$ cat src/rtl/axis_arb_pkg.sv
// Shared definitions for the packet-granular AXI4-Stream round-robin arbiter.
// Consumers: rr_pick and axis_rr_pkt_arbiter.
package axis_arb_pkg;

  typedef enum logic {
    IDLE = 1'b0,
    XFER = 1'b1
  } arb_state_e;

  // Sink capture FIFO depth; one grant never exceeds it.
  localparam int unsigned MAX_BEATS_DEFAULT = 1024;

  localparam int unsigned STAT_W = 16;

  // Bits needed to encode value-1; never less than one bit.
  function automatic int unsigned clogb2(input int unsigned value);
    int unsigned w;
    w = 0;
    while ((32'd1 << w) < value) begin
      w = w + 1;
    end
    return (w == 0) ? 1 : w;
  endfunction

endpackage

$ cat src/rtl/axis_rr_pkt_arbiter_rr_pick.sv
// Round-robin picker: rotate requests to start after ptr, take the lowest set
// bit, then rotate the winner back to an absolute index and one-hot vector.
module rr_pick
  import axis_arb_pkg::*;
#(
  parameter int unsigned NUM_SRC = 4,
  localparam int unsigned IW = clogb2(NUM_SRC)
) (
  input  logic [NUM_SRC-1:0] req,
  input  logic [IW-1:0]      ptr,
  output logic [NUM_SRC-1:0] onehot,
  output logic [IW-1:0]      idx,
  output logic               found
);

  logic [2*NUM_SRC-1:0] dbl;
  logic [NUM_SRC-1:0]   rot;
  int unsigned          start;
  int unsigned          pos;
  logic                 hit;

  always_comb begin
    start = (32'(ptr) + 32'd1) % NUM_SRC;
    dbl   = {req, req};
    rot   = NUM_SRC'(dbl >> start);
    hit   = 1'b0;
    pos   = 0;
    for (int unsigned i = 0; i < NUM_SRC; i++) begin
      if (rot[i] && !hit) begin
        hit = 1'b1;
        pos = i;
      end
    end
    idx    = IW'((pos + start) % NUM_SRC);
    onehot = hit ? (NUM_SRC'(1) << idx) : '0;
    found  = hit;
  end

endmodule

$ cat src/rtl/axis_rr_pkt_arbiter.sv
// Packet-granular round-robin arbiter sharing one AXI4-Stream sink among NUM_SRC masters.
// Define AXIS_ARB_PKT_STATS_EN to add per-source PKT_CNT and TRUNC_CNT statistics outputs.
module axis_rr_pkt_arbiter
  import axis_arb_pkg::*;
#(
  parameter int unsigned NUM_SRC              = 4,
  parameter int unsigned C_S_AXIS_TDATA_WIDTH = 32,
  parameter int unsigned MAX_BEATS            = MAX_BEATS_DEFAULT
) (
  input  logic                                    S_AXIS_ACLK,
  input  logic                                    S_AXIS_ARESETN,
  input  logic [NUM_SRC-1:0]                      S_AXIS_TVALID,
  output logic [NUM_SRC-1:0]                      S_AXIS_TREADY,
  input  logic [NUM_SRC*C_S_AXIS_TDATA_WIDTH-1:0] S_AXIS_TDATA,
  input  logic [NUM_SRC*C_S_AXIS_TDATA_WIDTH/8-1:0] S_AXIS_TSTRB,
  input  logic [NUM_SRC-1:0]                      S_AXIS_TLAST,
  output logic                                    M_AXIS_TVALID,
  input  logic                                    M_AXIS_TREADY,
  output logic [C_S_AXIS_TDATA_WIDTH-1:0]         M_AXIS_TDATA,
  output logic [C_S_AXIS_TDATA_WIDTH/8-1:0]       M_AXIS_TSTRB,
  output logic                                    M_AXIS_TLAST,
  output logic [NUM_SRC-1:0]                      GRANT,
  output logic                                    BUSY
`ifdef AXIS_ARB_PKT_STATS_EN
  ,
  output logic [NUM_SRC*STAT_W-1:0]               PKT_CNT,
  output logic [STAT_W-1:0]                       TRUNC_CNT
`endif
);

  localparam int unsigned DW = C_S_AXIS_TDATA_WIDTH;
  localparam int unsigned SW = C_S_AXIS_TDATA_WIDTH / 8;
  localparam int unsigned IW = clogb2(NUM_SRC);
  localparam int unsigned CW = clogb2(MAX_BEATS + 1);

  arb_state_e         state_q, state_d;
  logic [NUM_SRC-1:0] grant_q, grant_d;
  logic [IW-1:0]      idx_q, idx_d;
  logic [IW-1:0]      ptr_q, ptr_d;
  logic [CW-1:0]      cnt_q, cnt_d;

  logic [NUM_SRC-1:0] pick_onehot;
  logic [IW-1:0]      pick_idx;
  logic               pick_found;

  logic               m_valid;
  logic [DW-1:0]      m_data;
  logic [SW-1:0]      m_strb;
  logic               src_last;
  logic               at_limit;
  logic               beat;
  logic               eop;

  rr_pick #(
    .NUM_SRC (NUM_SRC)
  ) u_pick (
    .req    (S_AXIS_TVALID),
    .ptr    (ptr_q),
    .onehot (pick_onehot),
    .idx    (pick_idx),
    .found  (pick_found)
  );

  // AND-OR mux keyed on the registered grant so idle ports never leak onto the sink.
  always_comb begin
    m_valid  = 1'b0;
    m_data   = '0;
    m_strb   = '0;
    src_last = 1'b0;
    for (int unsigned i = 0; i < NUM_SRC; i++) begin
      if (grant_q[i]) begin
        m_valid  = m_valid | S_AXIS_TVALID[i];
        m_data   = m_data | S_AXIS_TDATA[i*DW +: DW];
        m_strb   = m_strb | S_AXIS_TSTRB[i*SW +: SW];
        src_last = src_last | S_AXIS_TLAST[i];
      end
    end
  end

  assign at_limit = (state_q == XFER) && (cnt_q == CW'(MAX_BEATS - 1));
  assign beat     = m_valid && M_AXIS_TREADY;
  assign eop      = beat && (src_last || at_limit);

  assign M_AXIS_TVALID = m_valid;
  assign M_AXIS_TDATA  = m_data;
  assign M_AXIS_TSTRB  = m_strb;
  assign M_AXIS_TLAST  = src_last || at_limit;
  assign S_AXIS_TREADY = grant_q & {NUM_SRC{M_AXIS_TREADY}};
  assign GRANT         = grant_q;
  assign BUSY          = (state_q == XFER);

  // Next-state: grant in IDLE, hold through XFER until the end-of-packet beat.
  always_comb begin
    state_d = state_q;
    grant_d = grant_q;
    idx_d   = idx_q;
    ptr_d   = ptr_q;
    cnt_d   = cnt_q;
    case (state_q)
      IDLE: begin
        if (pick_found) begin
          grant_d = pick_onehot;
          idx_d   = pick_idx;
          state_d = XFER;
        end
      end
      XFER: begin
        if (eop) begin
          ptr_d   = idx_q;
          grant_d = '0;
          cnt_d   = '0;
          state_d = IDLE;
        end else if (beat) begin
          cnt_d = cnt_q + CW'(1);
        end
      end
      default: begin
        state_d = IDLE;
        grant_d = '0;
        cnt_d   = '0;
      end
    endcase
  end

  always_ff @(posedge S_AXIS_ACLK) begin
    if (!S_AXIS_ARESETN) begin
      state_q <= IDLE;
      grant_q <= '0;
      idx_q   <= '0;
      ptr_q   <= IW'(NUM_SRC - 1);
      cnt_q   <= '0;
    end else begin
      state_q <= state_d;
      grant_q <= grant_d;
      idx_q   <= idx_d;
      ptr_q   <= ptr_d;
      cnt_q   <= cnt_d;
    end
  end

`ifdef AXIS_ARB_PKT_STATS_EN
  logic [NUM_SRC-1:0][STAT_W-1:0] pkt_cnt_q;
  logic [STAT_W-1:0]              trunc_cnt_q;

  // Completed grants per source; truncations are limit hits without source TLAST.
  always_ff @(posedge S_AXIS_ACLK) begin
    if (!S_AXIS_ARESETN) begin
      pkt_cnt_q   <= '0;
      trunc_cnt_q <= '0;
    end else if (eop) begin
      pkt_cnt_q[idx_q] <= pkt_cnt_q[idx_q] + STAT_W'(1);
      if (at_limit && !src_last) begin
        trunc_cnt_q <= trunc_cnt_q + STAT_W'(1);
      end
    end
  end

  assign PKT_CNT   = pkt_cnt_q;
  assign TRUNC_CNT = trunc_cnt_q;
`endif

endmodule

$ cat config.mk
export PLATFORM = sky130hd
export DESIGN_NAME = axis_rr_pkt_arbiter
export DESIGN_NICKNAME = d
export VERILOG_FILES = /design/src/rtl/axis_arb_pkg.sv /design/src/rtl/axis_rr_pkt_arbiter_rr_pick.sv /design/src/rtl/axis_rr_pkt_arbiter.sv
export SDC_FILE = /design/constraint.sdc
export NUM_CORES = 1
export LEC_CHECK = 0
export ABC_AREA = 0
export ABC_CLOCK_PERIOD_IN_PS = 2550
export CORE_ASPECT_RATIO = 1.5
export CORE_MARGIN = 2
export CORE_UTILIZATION = 29
export CTS_CLUSTER_SIZE = 8
export DETAILED_ROUTE_END_ITERATION = 10
export HOLD_SLACK_MARGIN = 0.03
export PLACE_DENSITY = 0.9
export SLEW_MARGIN = 20
export SYNTH_ARGS = -nofsm -noshare
export SYNTH_HDL_FRONTEND = slang
export SYNTH_SLANG_ARGS = --single-unit
$ cat constraint.sdc
create_clock -name S_AXIS_ACLK -period 2.55 [get_ports S_AXIS_ACLK]
set_input_delay 0.6375 -clock S_AXIS_ACLK [delete_from_list [all_inputs] [get_ports S_AXIS_ACLK]]
set_output_delay 0.6375 -clock S_AXIS_ACLK [all_outputs]
set_load 0.1 [all_outputs]
Word-level counts from Yosys, hierarchy flattened --
Index checks and enable logic that the tools add are counted.
Word-level totals: logic and storage cells 73, register bits 20, latch bits 0, output and inout bits 47, bits of input ports 155, ROM bits 0, memory bits (writable) 0, memories 0
Operators by class: magnitude comparators 0, bitwise gates (word level) 14, equality and inequality tests 3, muxes and demuxes 31, divide/modulo/power cells 0, reduce and logical (&&, ||, !) cells 15, $mul 0, shift-type cells 2, add/sub/neg operators 3
Operators by type and width (count):
- $mux 32 | 4
- $or 32x32->32 | 3
- $mux 4 | 6
- $mux 11 | 2
- $mux 1 | 15
- $or 4x4->4 | 3
- $add 11x1->11 const B | 1
- $eq 11x10->1 const B | 1
- $pmux 4 s2 | 1
- $reduce_and 2->1 | 4
- $shr 8x2->4 | 1
- $logic_and 1x1->1 | 6
- $or 1x1->1 | 6
- $and 4x4->4 | 1
- $mux 2 | 2
- $shl 1x2->4 const A | 1
- $logic_not 1->1 | 3
- $add 2x1->2 const B | 1
- $add 2x2->2 | 1
- $ne 2x1->1 const B | 1
- $ne 2x2->1 const B | 1
- $pmux 1 s2 | 1
- $reduce_bool 2->1 | 1
- $logic_or 1x1->1 | 1
- $not 1->1 | 1

Depth between registers and ports, before layout --
Gate-level depths: netlist of the first run.
depth in word-level cells 16, mapped depth 11, mapped depth without buffers 10

By module --
Synthesis of the first run repeated with hierarchy kept, for this count alone.
Second synthesis, totals: cell total of the unflattened synthesis 296, area total of the unflattened synthesis 2124.5 um^2
Modules (own cells, without submodules):
- axis_rr_pkt_arbiter | instances 1, sequential area each 400.4 um^2, area an instance 1836.8 um^2, cells each 259
- rr_pick | instances 1, sequential area each 0.0 um^2, area an instance 287.8 um^2, cells each 37

Worst setup path before layout of the first run --
Ideal clock, no wire load.
path type register -> output, start point register grant_q[3], in the netlist GRANT[3], end point output port S_AXIS_TREADY[3], slack -0.490 ns, buffers on the path 2, arrival time 2.403 ns, stages on the path, launching flop included 4, data required time 1.913 ns, cells stage by stage dfxtp_1 -> clkbuf_1 -> clkbuf_1 -> and2_1
Between the ends: word-level cells in the longest chain between the ends 1
RTL lines:
- from (decl) | RTL line axis_rr_pkt_arbiter.sv:37 | logic [NUM_SRC-1:0] grant_q, grant_d;
- from (signal assigned) | RTL line axis_rr_pkt_arbiter.sv:134 | grant_q <= grant_d;
- $and 4x4->4 | RTL line axis_rr_pkt_arbiter.sv:88 | assign S_AXIS_TREADY = grant_q & {NUM_SRC{M_AXIS_TREADY}};
- to (decl) | RTL line axis_rr_pkt_arbiter.sv:13 | output logic [NUM_SRC-1:0] S_AXIS_TREADY,
Every way passes these cells.

Final worst setup path of the first run --
start point input port S_AXIS_TVALID[0], end point register grant_q[0], in the netlist GRANT[0]
Between the ends: word-level cells in the longest chain between the ends 15, elaborated cells on any way between the ends 30, classes of those cells add/sub (1); eq/ne (2); shift (2); mux (13); bitwise (3); reduce/logical (9)
RTL lines:
- from (decl) | RTL line axis_rr_pkt_arbiter.sv:12 | input logic [NUM_SRC-1:0] S_AXIS_TVALID,
- $shr 8x2->4 | RTL line axis_rr_pkt_arbiter_rr_pick.sv:25 | rot = NUM_SRC'(dbl >> start);
- $mux 1 | RTL line axis_rr_pkt_arbiter_rr_pick.sv:29 | if (rot[i] && !hit) begin
- $logic_not 1->1 | RTL line axis_rr_pkt_arbiter_rr_pick.sv:29
- $logic_and 1x1->1 | RTL line axis_rr_pkt_arbiter_rr_pick.sv:29
- $mux 1 | RTL line axis_rr_pkt_arbiter_rr_pick.sv:29
- $logic_not 1->1 | RTL line axis_rr_pkt_arbiter_rr_pick.sv:29
- $logic_and 1x1->1 | RTL line axis_rr_pkt_arbiter_rr_pick.sv:29
- $mux 1 | RTL line axis_rr_pkt_arbiter_rr_pick.sv:29
- $logic_not 1->1 | RTL line axis_rr_pkt_arbiter_rr_pick.sv:29
- $logic_and 1x1->1 | RTL line axis_rr_pkt_arbiter_rr_pick.sv:29
- $mux 2 | RTL line axis_rr_pkt_arbiter_rr_pick.sv:29
- $add 2x2->2 | RTL line axis_rr_pkt_arbiter_rr_pick.sv:34 | idx = IW'((pos + start) % NUM_SRC);
- $shl 1x2->4 | RTL line axis_rr_pkt_arbiter_rr_pick.sv:35 | onehot = hit ? (NUM_SRC'(1) << idx) : '0;
- $mux 4 | RTL line axis_rr_pkt_arbiter.sv:101 | if (pick_found) begin
- $pmux 4 s2 | RTL line axis_rr_pkt_arbiter.sv:99 | case (state_q)
Parallel ways exist; a longest one is shown, timed or not. The select of a mux whose other input is x is not followed. A chain may end at the register's enable or synchronous reset.

==> reports/qor.txt, run 1 <==
I/O Buffers -> 201
syn_area_per_cell -> 6.99 µm²
#FFs+latches synth -> 20
Netlist cell types -> 43
residual DRC count -> 0
vias per cell -> 5.53
core area -> 6490 µm²
routed via count -> 3035
Ant. Diodes -> 0
row count -> 36
Post-Place Setup Slack -> -303 ps
Non-Filler Instances -> 549
Top Ports -> 202
WP data arrival -> 2630 ps
WL final -> 10.3 mm
MaxCap Viol Count -> 0
Required @ worst endpoint -> 2710 ps
drt wl/cell -> 18.7 µm
die span in y -> 104 µm
measured slew at the worst slew-check pin -> 647 ps
post-layout min period -> 2470 ps
VDD IR-drop max -> 0.320 mV
largest net degree at the start of global routing -> 28
Clock transition at path regs -> 70 ps
post-route clock period utilization -> 0.968
CTS Buf Count -> 3
Skew-Pair Late Insertion Delay -> 260 ps
GPL Wtd Cong -> 0.864
setup TNS -> 0 ps
crit path max fanout -> 4
Initial Utilization -> 0.297
H-tree level count -> 1
DP Cell Count -> 546
overall track demand over capacity in global routing -> 0.267
first-pass GRT wire length -> 15.8 mm
DP Area -> 4590 µm²
final count of hold timing violations -> 0
Post CTS Setup Buffer Count -> 0
initial antenna violation count -> 0
HP Class -> register to register
M1 GR Usage -> 0.312
net count after synthesis -> 433
CTS root buffer -> clkbuf_8
final setup violation count -> 0
P_leak -> 1.87 nW
Power Density -> 429 nW/µm²
P&R area growth vs syn -> 142%
status -> complete, no violations
Die W -> 70.6 µm
CP endpoint kind -> register
Hold Slack -> 467 ps
GRT overflow -> 0
relative slew slack -> 0.569
synthesized cell area -> 1930 µm²
DRT iter0 DRCs -> 178
asr flop ratio synth -> 0
Clock Skew -> 4.68 ps
met3 GRT Util -> 0.0766
Synth Flop Type -> dfxtp_1
Cells after Synth -> 276
Antenna Nets Post-Route -> 0
Post-synth EDFFs -> 0
Clock Tree Buf Depth -> 2
fin nets -> 632
final std cell area, no fill -> 4660 µm²
TritonRoute pass-1 iters -> 4
synth warn -> 0
FMAX -> 405 MHz
critical path class -> primary input to register
share of post-route cells with drive strength above 1 -> 0.218
worst setup margin -> 82.1 ps
vias in the first global route -> 3058
Sink Count -> 20
sequential area share after synthesis -> 0.208
grt met2 use -> 0.474
CTS tree -> done
Post-DP HPWL -> 8.39 mm
RSZ-0062 raised after global routing -> yes
crit path launch type -> primary input
die area -> 7330 µm²
Top Usage Layer GRT -> met2
fin. max-slew vios -> 0
[through the flow]
stage / power [mW] / utilization
after floorplan: 1.11 / -
after global placement: 1.78 / 0.708
after detailed placement: 1.80 / 0.708
after CTS: 2.01 / 0.715
after global routing: 2.06 / 0.719
final: 2.00 / 0.719
[Yosys cell counts (all sizes together), types with 3 or more instances]
cell type,count,area share
a21boi,5,0.019
a21oi,3,0.0078
a22oi,78,0.30
and2,5,0.016
and3,4,0.013
buf,8,0.020
clkbuf,15,0.029
dfxtp,20,0.21
inv,3,0.0058
nand2,57,0.11
nand3,11,0.031
nor2,11,0.021
nor2b,6,0.019
nor3,4,0.016
o211ai,5,0.019
o21ai,12,0.031
xnor2,3,0.014
[worst max-delay path, cell delays in order]
cell	delay [ps]
clkdlybuf4s50_1	480
nor2_1	50
or4_1	410
nand3_1	110
ha_2	180
xnor2_1	90
xnor2_2	340
xor2_1	140
a22o_1	190
[kinds of logic (layout without fill, tap and decap cells)]
kind of cell | after synthesis | count (layout) | synth area share
buffers and inverters | 26 | 223 | 0.0552
XOR/XNOR | 4 | 4 | 0.0182
adder cells (fa/ha/maj) | 2 | 2 | 0.0130
AND/OR/NAND/NOR | 108 | 108 | 0.267
flip-flops | 20 | 20 | 0.208
AO/OA/AOI/OAI | 116 | 116 | 0.439
[where the power goes]
group          switching (mW)  internal [mW]  total [mW]
logic                   0.840          0.600        1.44
registers              0.0328          0.321       0.354
clock network           0.103          0.105       0.209
total                   0.976           1.03        2.00
[sequential cells by signal (all words and copies together), names as in the netlist]
signal and count:
cnt_q 11, ptr_q 2, BUSY 1, GRANT 4
idx_q 2
[per-layer routing]
layer  routed length, µm  part of all wire
met5                   0                 0
met1                3810              0.37
met4                 216             0.021
met2                5190              0.51
met3                1040              0.10
[what timing repair did]
item | 4_1_cts | 5_1_grt
gates resized for setup | 1 | 7
hold buffers | 0 | 0
pin swaps | 0 | 4
endpoints found under the hold margin | 0 | 0
endpoints found under the setup margin | 2 | 6
[cell usage in the layout (no fill, tap or decap), types with 3 or more instances in the layout]
master / synthesis / final
nor3_1: 3 / 3
dfxtp_1: 20 / 16
dlymetal6s2s_1: 0 / 3
clkdlybuf4s50_1: 0 / 151
nor2b_1: 6 / 6
o21ai_1: 2 / 3
inv_1: 3 / 3
a21boi_0: 4 / 4
o211ai_1: 5 / 5
buf_4: 1 / 16
and2_2: 0 / 4
and3_1: 4 / 4
o21ai_0: 10 / 9
dfxtp_2: 0 / 4
nand3_1: 10 / 10
a22oi_1: 78 / 77
clkbuf_8: 0 / 3
a21oi_1: 3 / 3
nand2_1: 56 / 36
buf_12: 0 / 47
nor2_1: 11 / 11
nand2_2: 1 / 21
[worst paths after layout]
kind / startpoint / to / slack (ps) / cells after the start
worst max-delay path: S_AXIS_TVALID[0] / GRANT[0] / 80 / 9
worst min-delay path: cnt_q[10] / cnt_q[10] / 470 / 1
worst max register to register: ptr_q[0] / GRANT[0] / 420 / 7
worst min register to register: cnt_q[10] / cnt_q[10] / 470 / 1
[layout make-up]
class | count | area [µm²]
Inverter | 3 | 11.3
Clock buffer | 3 | 41.3
Fill cell | 456 | 1820
Timing Repair Buffer | 217 | 2610
Sequential cell | 20 | 405
Tap cell | 76 | 95.1
Multi-Input combinational cell | 230 | 1500
Note: power is estimated with default switching activity, not from simulation.
==> inputs of run 2 (changes only) <==
--- a/config.mk
+++ b/config.mk
@@ -14,7 +14,7 @@
 export DETAILED_ROUTE_END_ITERATION = 10
 export HOLD_SLACK_MARGIN = 0.03
 export PLACE_DENSITY = 0.9
-export SLEW_MARGIN = 20
+export SLEW_MARGIN = 30
 export SYNTH_ARGS = -nofsm -noshare
 export SYNTH_HDL_FRONTEND = slang
 export SYNTH_SLANG_ARGS = --single-unit
==> results of run 2 <==
Final layout, timing and power as in run 1 (identical DEF).
